--- src/rtl/seg_scan_display.sv ---
// rtl/seg_scan_display.sv - multiplexed hex seven-segment driver with tear-free load, dp, blanking, PWM
//
// Ports:
//   clk, rst_n      system clock, asynchronous active-low reset
//   load            single-cycle strobe capturing value/dp_in into the shadow register
//   value           NUM_DIGITS hex nibbles, digit 0 in bits [3:0] (rightmost)
//   dp_in           per-digit decimal point request, 1 = lit
//   blank_lz        1 = suppress leading zero digits (sampled live)
//   brightness      PWM duty, 0 = dark, all-ones = full on (sampled live)
//   segments        active-low {g,f,e,d,c,b,a}
//   dp              active-low decimal point
//   anode           active-low digit enables, one-hot-low or all-high
//   update_pending  shadow holds a load not yet committed
//   frame_done      one-cycle pulse per frame boundary
module seg_scan_display #(
    parameter int NUM_DIGITS = 4,
    parameter int SCAN_DIV   = 25000,
    parameter int BRIGHT_W   = 4
) (
    input  logic                    clk,
    input  logic                    rst_n,
    input  logic                    load,
    input  logic [4*NUM_DIGITS-1:0] value,
    input  logic [NUM_DIGITS-1:0]   dp_in,
    input  logic                    blank_lz,
    input  logic [BRIGHT_W-1:0]     brightness,
    output logic [6:0]              segments,
    output logic                    dp,
    output logic [NUM_DIGITS-1:0]   anode,
    output logic                    update_pending,
    output logic                    frame_done
);

    localparam int DSEL_W = $clog2(NUM_DIGITS);
    localparam int SCAN_W = $clog2(SCAN_DIV);
    localparam logic [SCAN_W-1:0] SCAN_LAST = SCAN_W'(SCAN_DIV - 1);
    localparam logic [DSEL_W-1:0] DSEL_LAST = DSEL_W'(NUM_DIGITS - 1);

    logic [SCAN_W-1:0]       scan_cnt;
    logic [DSEL_W-1:0]       digit_sel;
    logic [BRIGHT_W-1:0]     pwm_cnt;
    logic [4*NUM_DIGITS-1:0] shadow_val;
    logic [NUM_DIGITS-1:0]   shadow_dp;
    logic [4*NUM_DIGITS-1:0] disp_val;
    logic [NUM_DIGITS-1:0]   disp_dp;

    logic                    slot_end;
    logic                    frame_end;
    logic [3:0]              nibble;
    logic                    sel_dp;
    logic                    sel_lz;
    logic                    zero_run;
    logic                    pwm_on;
    logic [6:0]              seg_next;
    logic [NUM_DIGITS-1:0]   anode_next;

    assign slot_end  = (scan_cnt == SCAN_LAST);
    assign frame_end = slot_end && (digit_sel == DSEL_LAST);
    assign pwm_on    = (&brightness) || (pwm_cnt < brightness);

    // Walk digits from the most significant down; zero_run stays set while
    // every nibble from the top down to digit i is zero, which is exactly the
    // leading-zero condition for digit i.
    always_comb begin
        nibble     = 4'h0;
        sel_dp     = 1'b0;
        sel_lz     = 1'b0;
        zero_run   = 1'b1;
        anode_next = '1;
        for (int i = NUM_DIGITS - 1; i >= 0; i--) begin
            zero_run = zero_run && (disp_val[4*i +: 4] == 4'h0);
            if (DSEL_W'(i) == digit_sel) begin
                nibble = disp_val[4*i +: 4];
                sel_dp = disp_dp[i];
                sel_lz = (i != 0) && zero_run;
                // First cycle of each slot stays dark so the previous digit
                // never ghosts onto the newly selected anode.
                if (scan_cnt != '0 && pwm_on) begin
                    anode_next[i] = 1'b0;
                end
            end
        end
    end

    always_comb begin
        seg_next = 7'h7F;
        case (nibble)
            4'h0: seg_next = 7'h40;
            4'h1: seg_next = 7'h79;
            4'h2: seg_next = 7'h24;
            4'h3: seg_next = 7'h30;
            4'h4: seg_next = 7'h19;
            4'h5: seg_next = 7'h12;
            4'h6: seg_next = 7'h02;
            4'h7: seg_next = 7'h78;
            4'h8: seg_next = 7'h00;
            4'h9: seg_next = 7'h10;
            4'hA: seg_next = 7'h08;
            4'hB: seg_next = 7'h03;
            4'hC: seg_next = 7'h46;
            4'hD: seg_next = 7'h21;
            4'hE: seg_next = 7'h06;
            4'hF: seg_next = 7'h0E;
            default: seg_next = 7'h7F;
        endcase
    end

    always_ff @(posedge clk or negedge rst_n) begin
        if (!rst_n) begin
            scan_cnt       <= '0;
            digit_sel      <= '0;
            pwm_cnt        <= '0;
            shadow_val     <= '0;
            shadow_dp      <= '0;
            disp_val       <= '0;
            disp_dp        <= '0;
            update_pending <= 1'b0;
            frame_done     <= 1'b0;
            segments       <= 7'h7F;
            dp             <= 1'b1;
            anode          <= '1;
        end else begin
            pwm_cnt <= pwm_cnt + 1'b1;

            if (slot_end) begin
                scan_cnt  <= '0;
                digit_sel <= frame_end ? '0 : digit_sel + 1'b1;
            end else begin
                scan_cnt <= scan_cnt + 1'b1;
            end

            frame_done <= frame_end;

            // A load landing on the boundary itself bypasses the shadow so it
            // is neither lost nor delayed by a whole frame.
            if (load && frame_end) begin
                disp_val       <= value;
                disp_dp        <= dp_in;
                update_pending <= 1'b0;
            end else if (load) begin
                shadow_val     <= value;
                shadow_dp      <= dp_in;
                update_pending <= 1'b1;
            end else if (frame_end && update_pending) begin
                disp_val       <= shadow_val;
                disp_dp        <= shadow_dp;
                update_pending <= 1'b0;
            end

            segments <= (blank_lz && sel_lz) ? 7'h7F : seg_next;
            dp       <= ~sel_dp;
            anode    <= anode_next;
        end
    end

endmodule

--- config.mk ---
export PLATFORM = sky130hd
export DESIGN_NAME = seg_scan_display
export DESIGN_NICKNAME = d
export VERILOG_FILES = /design/src/rtl/seg_scan_display.sv
export SDC_FILE = /design/constraint.sdc
export NUM_CORES = 1
export LEC_CHECK = 0
export ABC_AREA = 1
export BUFFER_PORTS_ARGS = -buffer_cell sky130_fd_sc_hd__buf_2
export CAP_MARGIN = 20
export CORE_MARGIN = 4
export CORE_UTILIZATION = 24
export CTS_CLUSTER_SIZE = 16
export DETAILED_ROUTE_END_ITERATION = 7
export HOLD_SLACK_MARGIN = 0.1
export PLACE_DENSITY = 0.44
export SYNTH_ARGS = -nofsm -noshare
export SYNTH_HDL_FRONTEND = slang
export SYNTH_SLANG_ARGS = --single-unit
--- constraint.sdc ---
create_clock -name clk -period 5.6 [get_ports clk]
set_clock_uncertainty 0.05 [all_clocks]
set_input_delay 0.56 -clock clk [delete_from_list [all_inputs] [get_ports clk]]
set_output_delay 0.56 -clock clk [all_outputs]
set_load 0.01 [all_outputs]
==> metrics.txt, run 1 <==
# TYPE chip_impl_metric gauge
chip_impl_metric{name="global_route.usage.met2",unit="%"} 17.4
chip_impl_metric{name="synth_cells",unit=""} 549
chip_impl_metric{name="routed_via_count_divided_by_cell_count",unit=""} 4.25
chip_impl_info{name="critical_path.reg2reg.endpoint",value="segments[3]"} 1
chip_impl_metric{name="dp_hpwl",unit="um"} 7130
chip_impl_metric{name="design.core.area",unit="mm^2"} 0.0166
chip_impl_metric{name="ys_async_sr_fraction",unit="%"} 100
chip_impl_metric{name="hold_ws",unit="ns"} 0.115
chip_impl_metric{name="number_of_global_route_vias_before_repair",unit=""} 3486
chip_impl_metric{name="worst-path-max-fanout",unit=""} 7
chip_impl_metric{name="route.detailed.drc",unit=""} 0
chip_impl_metric{name="grt_overflow",unit=""} 0
chip_impl_metric{name="groute.usage.overall",unit="%"} 10.8
chip_impl_info{name="cp_startpoint",value="digit_sel[0]"} 1
chip_impl_metric{name="flop_to_flop_setup_slack",unit="ns"} 3.02
chip_impl_metric{name="wl_per_cell",unit="um"} 12.2
chip_impl_metric{name="grt_util_met1",unit="%"} 14.4
chip_impl_metric{name="timing.final.setup_violations",unit=""} 0
chip_impl_metric{name="area_of_the_die",unit="mm^2"} 0.0192
chip_impl_metric{name="chipHeight",unit="um"} 139
chip_impl_metric{name="portBuffers",unit=""} 41
chip_impl_metric{name="syn_to_final_growth",unit="%"} 16.3
chip_impl_metric{name="timing.setup.tns",unit="ns"} 0
chip_impl_metric{name="initial_standard_cell_utilization_of_the_core",unit="%"} 24.6
chip_impl_metric{name="synth_fp_nets",unit=""} 593
chip_impl_metric{name="vias",unit=""} 3438
chip_impl_info{name="worstSetupStartpointType",value="flip-flop"} 1
chip_impl_metric{name="drive_gt1_share",unit="%"} 13.9
chip_impl_info{name="worst_r2r_startpoint",value="digit_sel[0]"} 1
chip_impl_metric{name="cts_max_path_buffers",unit=""} 2
chip_impl_info{name="end_kind",value="flip-flop"} 1
chip_impl_info{name="result_of_the_run",value="finished, final reports clean"} 1
chip_impl_metric{name="syn-cell-area",unit="mm^2"} 0.00410
chip_impl_metric{name="drt-initial-drc-count",unit=""} 206
chip_impl_metric{name="placed_cells",unit=""} 793
chip_impl_metric{name="gp_routability_congestion",unit=""} 0.853
chip_impl_metric{name="n_fill_cell",unit=""} 1843
chip_impl_metric{name="fmax",unit="MHz"} 388
chip_impl_metric{name="cts_post_setup_buffers_inserted",unit=""} 0
chip_impl_info{name="top_usage_layer",value="met2"} 1
chip_impl_metric{name="finalHoldViolations",unit=""} 0
chip_impl_metric{name="clk_pin_slew",unit="ns"} 0.05
chip_impl_metric{name="timing_max_transition_violations_final",unit=""} 0
chip_impl_metric{name="cts.sink_count",unit=""} 75
chip_impl_metric{name="postCtsResizedCells",unit=""} 0
chip_impl_metric{name="vdd_drop_max",unit="V"} 0.000130
chip_impl_metric{name="number_of_enable_type_register_cells_in_the_synthesized_netlist",unit=""} 0
chip_impl_info{name="cts_tree",value="done"} 1
chip_impl_metric{name="fin_crit_sh",unit="%"} 46.0
chip_impl_metric{name="required",unit="ns"} 5.81
chip_impl_metric{name="grt_pass1_wl",unit="um"} 17100
chip_impl_info{name="grt_setup_unrepaired",value="false"} 1
chip_impl_metric{name="p_leak",unit="uW"} 0.00264
chip_impl_metric{name="instances_no_fill",unit=""} 809
chip_impl_metric{name="finalWirelength",unit="um"} 9830
chip_impl_metric{name="antenna_found_initial",unit=""} 0
chip_impl_metric{name="max_slew.worst_pin.slew",unit="ns"} 0.854
chip_impl_info{name="leading_register_cell_type_out_of_synthesis",value="dfrtp_1"} 1
chip_impl_metric{name="antenna_cells",unit=""} 0
chip_impl_info{name="hold_path.class",value="in -> async"} 1
chip_impl_metric{name="grt_start_max_net_pins",unit=""} 76
chip_impl_metric{name="yosysSeqAreaShare",unit="%"} 46.2
chip_impl_metric{name="max_cap_violations",unit=""} 0
chip_impl_metric{name="drt-pass1-iter-count",unit=""} 4
chip_impl_metric{name="avg_synthesized_cell_area",unit="um^2"} 7.47
chip_impl_metric{name="grt_util_met3",unit="%"} 2.76
chip_impl_info{name="timing.setup.critical_path_class",value="reg -> reg"} 1
chip_impl_metric{name="cts-buffers-inserted",unit=""} 9
chip_impl_metric{name="p_per_area",unit="mW/mm^2"} 241
chip_impl_metric{name="ioPinCount",unit=""} 42
chip_impl_metric{name="slew_headroom",unit="%"} 42.9
chip_impl_metric{name="antenna_left",unit=""} 0
chip_impl_metric{name="floorplan.die.width",unit="um"} 139
chip_impl_metric{name="yosysWarningCount",unit=""} 0
chip_impl_info{name="cts.root.buffer_cell",value="clkbuf_16"} 1
chip_impl_metric{name="yosys.cell_types.count",unit=""} 30
chip_impl_metric{name="cts_htree_levels",unit=""} 3
chip_impl_metric{name="synth_seq_cells",unit=""} 75
chip_impl_metric{name="clk-insertion-delay-late",unit="ns"} 0.34
chip_impl_metric{name="worst_r2r_path_depth",unit=""} 10
chip_impl_metric{name="period_needed",unit="ns"} 2.58
chip_impl_metric{name="cts.hold.buffers_added",unit=""} 0
chip_impl_metric{name="rows",unit=""} 47
chip_impl_metric{name="layout.nets",unit=""} 629
chip_impl_info{name="critPathCapture",value="segments[3]"} 1
chip_impl_metric{name="cp_data_arrival_time",unit="ns"} 2.78
==> sequential cells by signal, indices dropped and copies added, names as in the netlist <==
| register | count |
|---|---|
| pwm_cnt | 4 |
| anode | 4 |
| frame_done | 1 |
| disp_dp | 4 |
| scan_cnt | 15 |
| shadow_dp | 4 |
| dp | 1 |
| update_pending | 1 |
| disp_val | 16 |
| digit_sel | 2 |
| segments | 7 |
| shadow_val | 16 |
==> worst min path at each step <==
stage | slack (ns) | to | depth (start not counted) | from
finish | 0.12 | scan_cnt[6] | 1 | rst_n
global route | 0.14 | scan_cnt[6] | 1 | rst_n
CTS | 0.38 | scan_cnt[6] | 1 | rst_n
detailed placement | 0.40 | dp | 1 | disp_dp[0]
global placement | 0.39 | dp | 1 | disp_dp[0]
floorplan | 0.21 | digit_sel[0] | 0 | rst_n
==> where the power goes <==
group          switching [uW]  internal (uW)
clock                     215            307
sequential               6.28            556
combinational            40.3           23.3
==> synth_stat cells (2+ instances only) <==
master    number  share of area (%)
dfstp_2       12                7.7
dfrtp_1       63                 38
a21oi_1       11                1.3
nor2_1        66                6.0
buf_4          4               0.73
xor2_1         9                1.9
ha_1          16                4.9
inv_2          4               0.37
o21ai_0       11                1.3
nand2_1      185                 17
nand4_1        7                1.1
buf_6          2               0.55
nor4_1         3               0.46
nand2_2        3               0.46
inv_1         66                6.0
buf_2          7               0.85
nor3_1         8               0.98
clkbuf_1       4               0.37
nand3_1       56                6.8
nand2_4        2               0.55
==> placed cells by master, fill, tap and decap left out, drive strengths merged, types with 12 or more instances in the layout <==
master  instances
buf            42
ha             16
inv            71
clkbuf         12
nand3          56
o21ai          13
nor2           68
dfrtp          63
nand2         191
dfstp          12
==> through the flow <==
step	power [uW]	setup slack, ns	instance area, um^2	utilization [%]
6_report	1150	3.02	4770	28.7
5_1_grt	1210	2.73	4770	28.7
4_1_cts	1170	2.98	4740	28.5
3_5_place_dp	634	3.00	4480	26.9
3_3_place_gp	634	3.05	4480	26.9
2_1_floorplan	604	3.56	4100	-
==> logic make-up (layout without fill, tap and decap cells) <==
group / after synthesis / after routing / synth area share, %
simple gates: 336 / 336 / 34.7
fa+ha+maj: 16 / 16 / 4.88
xor+xnor: 10 / 10 / 2.14
flops: 75 / 75 / 46.2
buf+inv: 88 / 128 / 9.07
compound gates: 24 / 24 / 3.02
==> critical path: stages (launching register included) <==
cell     delay [ns]
dfrtp_1        0.42
inv_1          0.10
ha_1           0.34
inv_2          0.13
o21ai_0        0.65
inv_1          0.21
ha_1           0.26
nand3_1        0.14
nand2_1        0.07
nand2_1        0.05
nand3_1        0.07
==> routing by layer <==
metal | wire, um | part of all wire [%]
met3 | 366 | 3.7
met1 | 4830 | 49
met5 | 0 | 0
met2 | 4510 | 46
met4 | 131 | 1.3
==> area by class of cell <==
class	count	area [um^2]	share of cell area (%)
sequential	75	1890	39.7
multi-input combinational	386	1840	38.5
tap	220	275	5.77
inverter	71	269	5.64
clock buffer	12	246	5.17
timing repair buffer	42	235	4.93
clock inverter	3	15.0	0.315
Note: power is estimated with default switching activity, not from simulation.
==> inputs of run 2 (changes only) <==
Clock period 5.6 ns to 2.4 ns, I/O delays scaled along.
==> run 2 against run 1 <==
Design area up 4.9%. Via count up 0.99%. Worst hold slack worse by 0.0022 ns. Setup slack worse by 2.7 ns. Register-to-register slack worse by 2.7 ns. Critical path depth up 3. Clock-buffer cell count unchanged. Routed wire length up 0.53%. Highest routed layer unchanged. Largest cell class unchanged. First-iteration DRC count down 7.8%. Sequential cell count unchanged. Global-route usage about the same.
==> metrics.txt, run 2 (synthesis results as in run 1) <==
# TYPE chip_impl_metric gauge
chip_impl_info{name="result_of_the_run",value="finished, final reports clean"} 1
chip_impl_info{name="final_cell_mix",value="185 x nand2_1, 66 x inv_1, 66 x nor2_1, 63 x dfrtp_1, 56 x nand3_1"} 1
chip_impl_metric{name="max_slew.worst_pin.slew",unit="ns"} 0.618
chip_impl_info{name="commonest_non_fill_non_tap_cell_in_the_layout",value="nand2_1"} 1
chip_impl_metric{name="timing.final.setup_violations",unit=""} 0
chip_impl_metric{name="power_frac_seq",unit="%"} 47.8
chip_impl_metric{name="syn_to_final_growth",unit="%"} 22.0
chip_impl_metric{name="cts_max_path_buffers",unit=""} 2
chip_impl_metric{name="period_needed",unit="ns"} 2.12
chip_impl_metric{name="slowest_delay",unit="ns"} 0.42
chip_impl_metric{name="routed_via_count_divided_by_cell_count",unit=""} 4.17
chip_impl_metric{name="antenna_left",unit=""} 0
chip_impl_metric{name="floorplan.die.width",unit="um"} 139
chip_impl_metric{name="cts-buffers-inserted",unit=""} 9
chip_impl_metric{name="cts.sink_count",unit=""} 75
chip_impl_metric{name="wl_per_cell",unit="um"} 11.9
chip_impl_info{name="worst_r2r_startpoint",value="digit_sel[0]"} 1
chip_impl_info{name="hold_path.startpoint",value="value[12]"} 1
chip_impl_info{name="cp_startpoint",value="digit_sel[0]"} 1
chip_impl_metric{name="report.power.total",unit="uW"} 2750
chip_impl_metric{name="p_leak",unit="uW"} 0.00274
chip_impl_info{name="cts_tree",value="done"} 1
chip_impl_info{name="cts.root.buffer_cell",value="clkbuf_16"} 1
chip_impl_metric{name="grt_overflow",unit=""} 0
chip_impl_metric{name="area_of_the_die",unit="mm^2"} 0.0192
chip_impl_metric{name="fmax",unit="MHz"} 471
chip_impl_info{name="grt_setup_unrepaired",value="false"} 1
chip_impl_metric{name="chipHeight",unit="um"} 139
chip_impl_info{name="worstSetupStartpointType",value="flip-flop"} 1
chip_impl_metric{name="max_cap_violations",unit=""} 0
chip_impl_metric{name="grt_pass1_wl",unit="um"} 17100
chip_impl_metric{name="power.share.clock",unit="%"} 46.1
chip_impl_metric{name="required",unit="ns"} 2.62
chip_impl_metric{name="drive_gt1_share",unit="%"} 15.0
chip_impl_metric{name="worst-path-buf-inv",unit=""} 3
chip_impl_metric{name="grt_start_max_net_pins",unit=""} 43
chip_impl_metric{name="antenna_cells",unit=""} 0
chip_impl_metric{name="vdd_drop_max",unit="V"} 0.000307
chip_impl_metric{name="switching_share",unit="%"} 22.7
chip_impl_metric{name="worst-path-max-fanout",unit=""} 7
chip_impl_metric{name="vias",unit=""} 3472
chip_impl_info{name="crit_slowest_cell",value="dfrtp_1"} 1
chip_impl_metric{name="cp_data_arrival_time",unit="ns"} 2.35
chip_impl_metric{name="flop_to_flop_setup_slack",unit="ns"} 0.28
chip_impl_info{name="largest_registers_ranked_by_flip_flop_count",value="disp_val: 16 flops, shadow_val: 16 flops, scan_cnt: 15 flops"} 1
chip_impl_metric{name="timing.setup.tns",unit="ns"} 0
chip_impl_info{name="path_delay_family",value="simple AND/OR/NAND/NOR gates"} 1
chip_impl_metric{name="utilization",unit="%"} 30.1
chip_impl_metric{name="clk_pin_slew",unit="ns"} 0.06
chip_impl_metric{name="number_of_global_route_vias_before_repair",unit=""} 3428
chip_impl_metric{name="portBuffers",unit=""} 41
chip_impl_metric{name="route.detailed.drc",unit=""} 0
chip_impl_metric{name="rows",unit=""} 47
chip_impl_metric{name="dp_hpwl",unit="um"} 7370
chip_impl_metric{name="ioPinCount",unit=""} 42
chip_impl_metric{name="p_int",unit="uW"} 2120
chip_impl_metric{name="drt-initial-drc-count",unit=""} 190
chip_impl_info{name="critical_path.cell_chain",value="inv_1 > ha_1 > inv_2 > nand2_1 > nand3_1 > nand2_1 > nand2_1 > inv_1 > ha_1 > nand3_1 > nor2_1 > nor2_1 > nand2_1"} 1
chip_impl_metric{name="slew_headroom",unit="%"} 58.4
chip_impl_metric{name="layout.nets",unit=""} 652
chip_impl_info{name="top_cell_by_count_worst_path",value="nand2_1"} 1
chip_impl_metric{name="finalHoldViolations",unit=""} 0
chip_impl_metric{name="gp_routability_congestion",unit=""} 0.896
chip_impl_info{name="end_kind",value="flip-flop"} 1
chip_impl_metric{name="initial_standard_cell_utilization_of_the_core",unit="%"} 24.6
chip_impl_metric{name="combPwrFrac",unit="%"} 6.1
chip_impl_metric{name="design.core.area",unit="mm^2"} 0.0166
chip_impl_metric{name="clk-insertion-delay-late",unit="ns"} 0.34
chip_impl_metric{name="groute.usage.overall",unit="%"} 10.9
chip_impl_info{name="timing.setup.critical_path_class",value="reg -> reg"} 1
chip_impl_info{name="hold_path.class",value="in -> reg"} 1
chip_impl_metric{name="timing_max_transition_violations_final",unit=""} 0
chip_impl_metric{name="antenna_found_initial",unit=""} 0
chip_impl_metric{name="fin_crit_sh",unit="%"} 88.4
chip_impl_metric{name="drt-pass1-iter-count",unit=""} 4
chip_impl_metric{name="cts_htree_levels",unit=""} 3
chip_impl_metric{name="power.switching",unit="uW"} 624
chip_impl_metric{name="finalWirelength",unit="um"} 9880
chip_impl_metric{name="p_per_area",unit="mW/mm^2"} 549
run 2: area by class of cell:
class	instances	area, um^2
Fill cell	1830	11600
Sequential cell	75	1890
Multi-Input combinational cell	386	1840
Timing Repair Buffer	65	443
Tap cell	220	275
Inverter	71	269
Clock buffer	12	256
Clock inverter	4	25.0
run 2: what timing repair did:
| item | in CTS | in global routing |
|---|---|---|
| gates resized for setup | 0 | 3 |
| endpoints found under the hold margin | 45 | 0 |
| buffers inserted | 0 | 0 |
| endpoints found under the setup margin | 0 | 7 |
| hold buffers | 17 | 0 |
run 2: tightest hold or removal path: stages:
cell and delay (ns):
buf_2 0.10, nand3_1 0.07, nand2_1 0.06
run 2: metrics by stage:
| stage | std cells | hold slack (ns) | cell area (um^2) | setup slack (ns) |
|---|---|---|---|---|
| 2_1_floorplan | 549 | -0.106 | 4100 | 0.356 |
| 3_3_place_gp | 800 | 0.233 | 4540 | 0.115 |
| 3_5_place_dp | 800 | 0.233 | 4540 | 0.0589 |
| 4_1_cts | 833 | 0.103 | 5000 | 0.0438 |
| 5_1_grt | 833 | 0.115 | 5000 | 0.0329 |
| 6_report | 833 | 0.113 | 5000 | 0.278 |
run 2: path summary, 6_finish.rpt:
kind | end | depth (start not counted)
min in group asynchronous | pwm_cnt[2] | 2
max in group asynchronous | shadow_dp[2] | 3
setup / recovery | segments[5] | 13
hold reg to reg | shadow_val[4] | 2
setup reg to reg | segments[5] | 13
hold / removal | shadow_val[12] | 3
run 2: power by group through the flow:
| stage | Sequential, uW | Clock [uW] | Combinational, uW |
|---|---|---|---|
| after floorplan | 1330 | 0 | 78.3 |
| after CTS | 1310 | 1320 | 174 |
| final | 1310 | 1270 | 168 |
| after global placement | 1330 | 0 | 150 |
| after global routing | 1320 | 1390 | 197 |
| after detailed placement | 1330 | 0 | 152 |
run 2: per-layer routing:
metal	share of wire [%]	GRT usage [%]	routed length [um]
met1	50	14.8	4910
met2	46	16.9	4520
met3	3.6	3.24	352
met4	1.1	3.04	104
met5	0	0	0
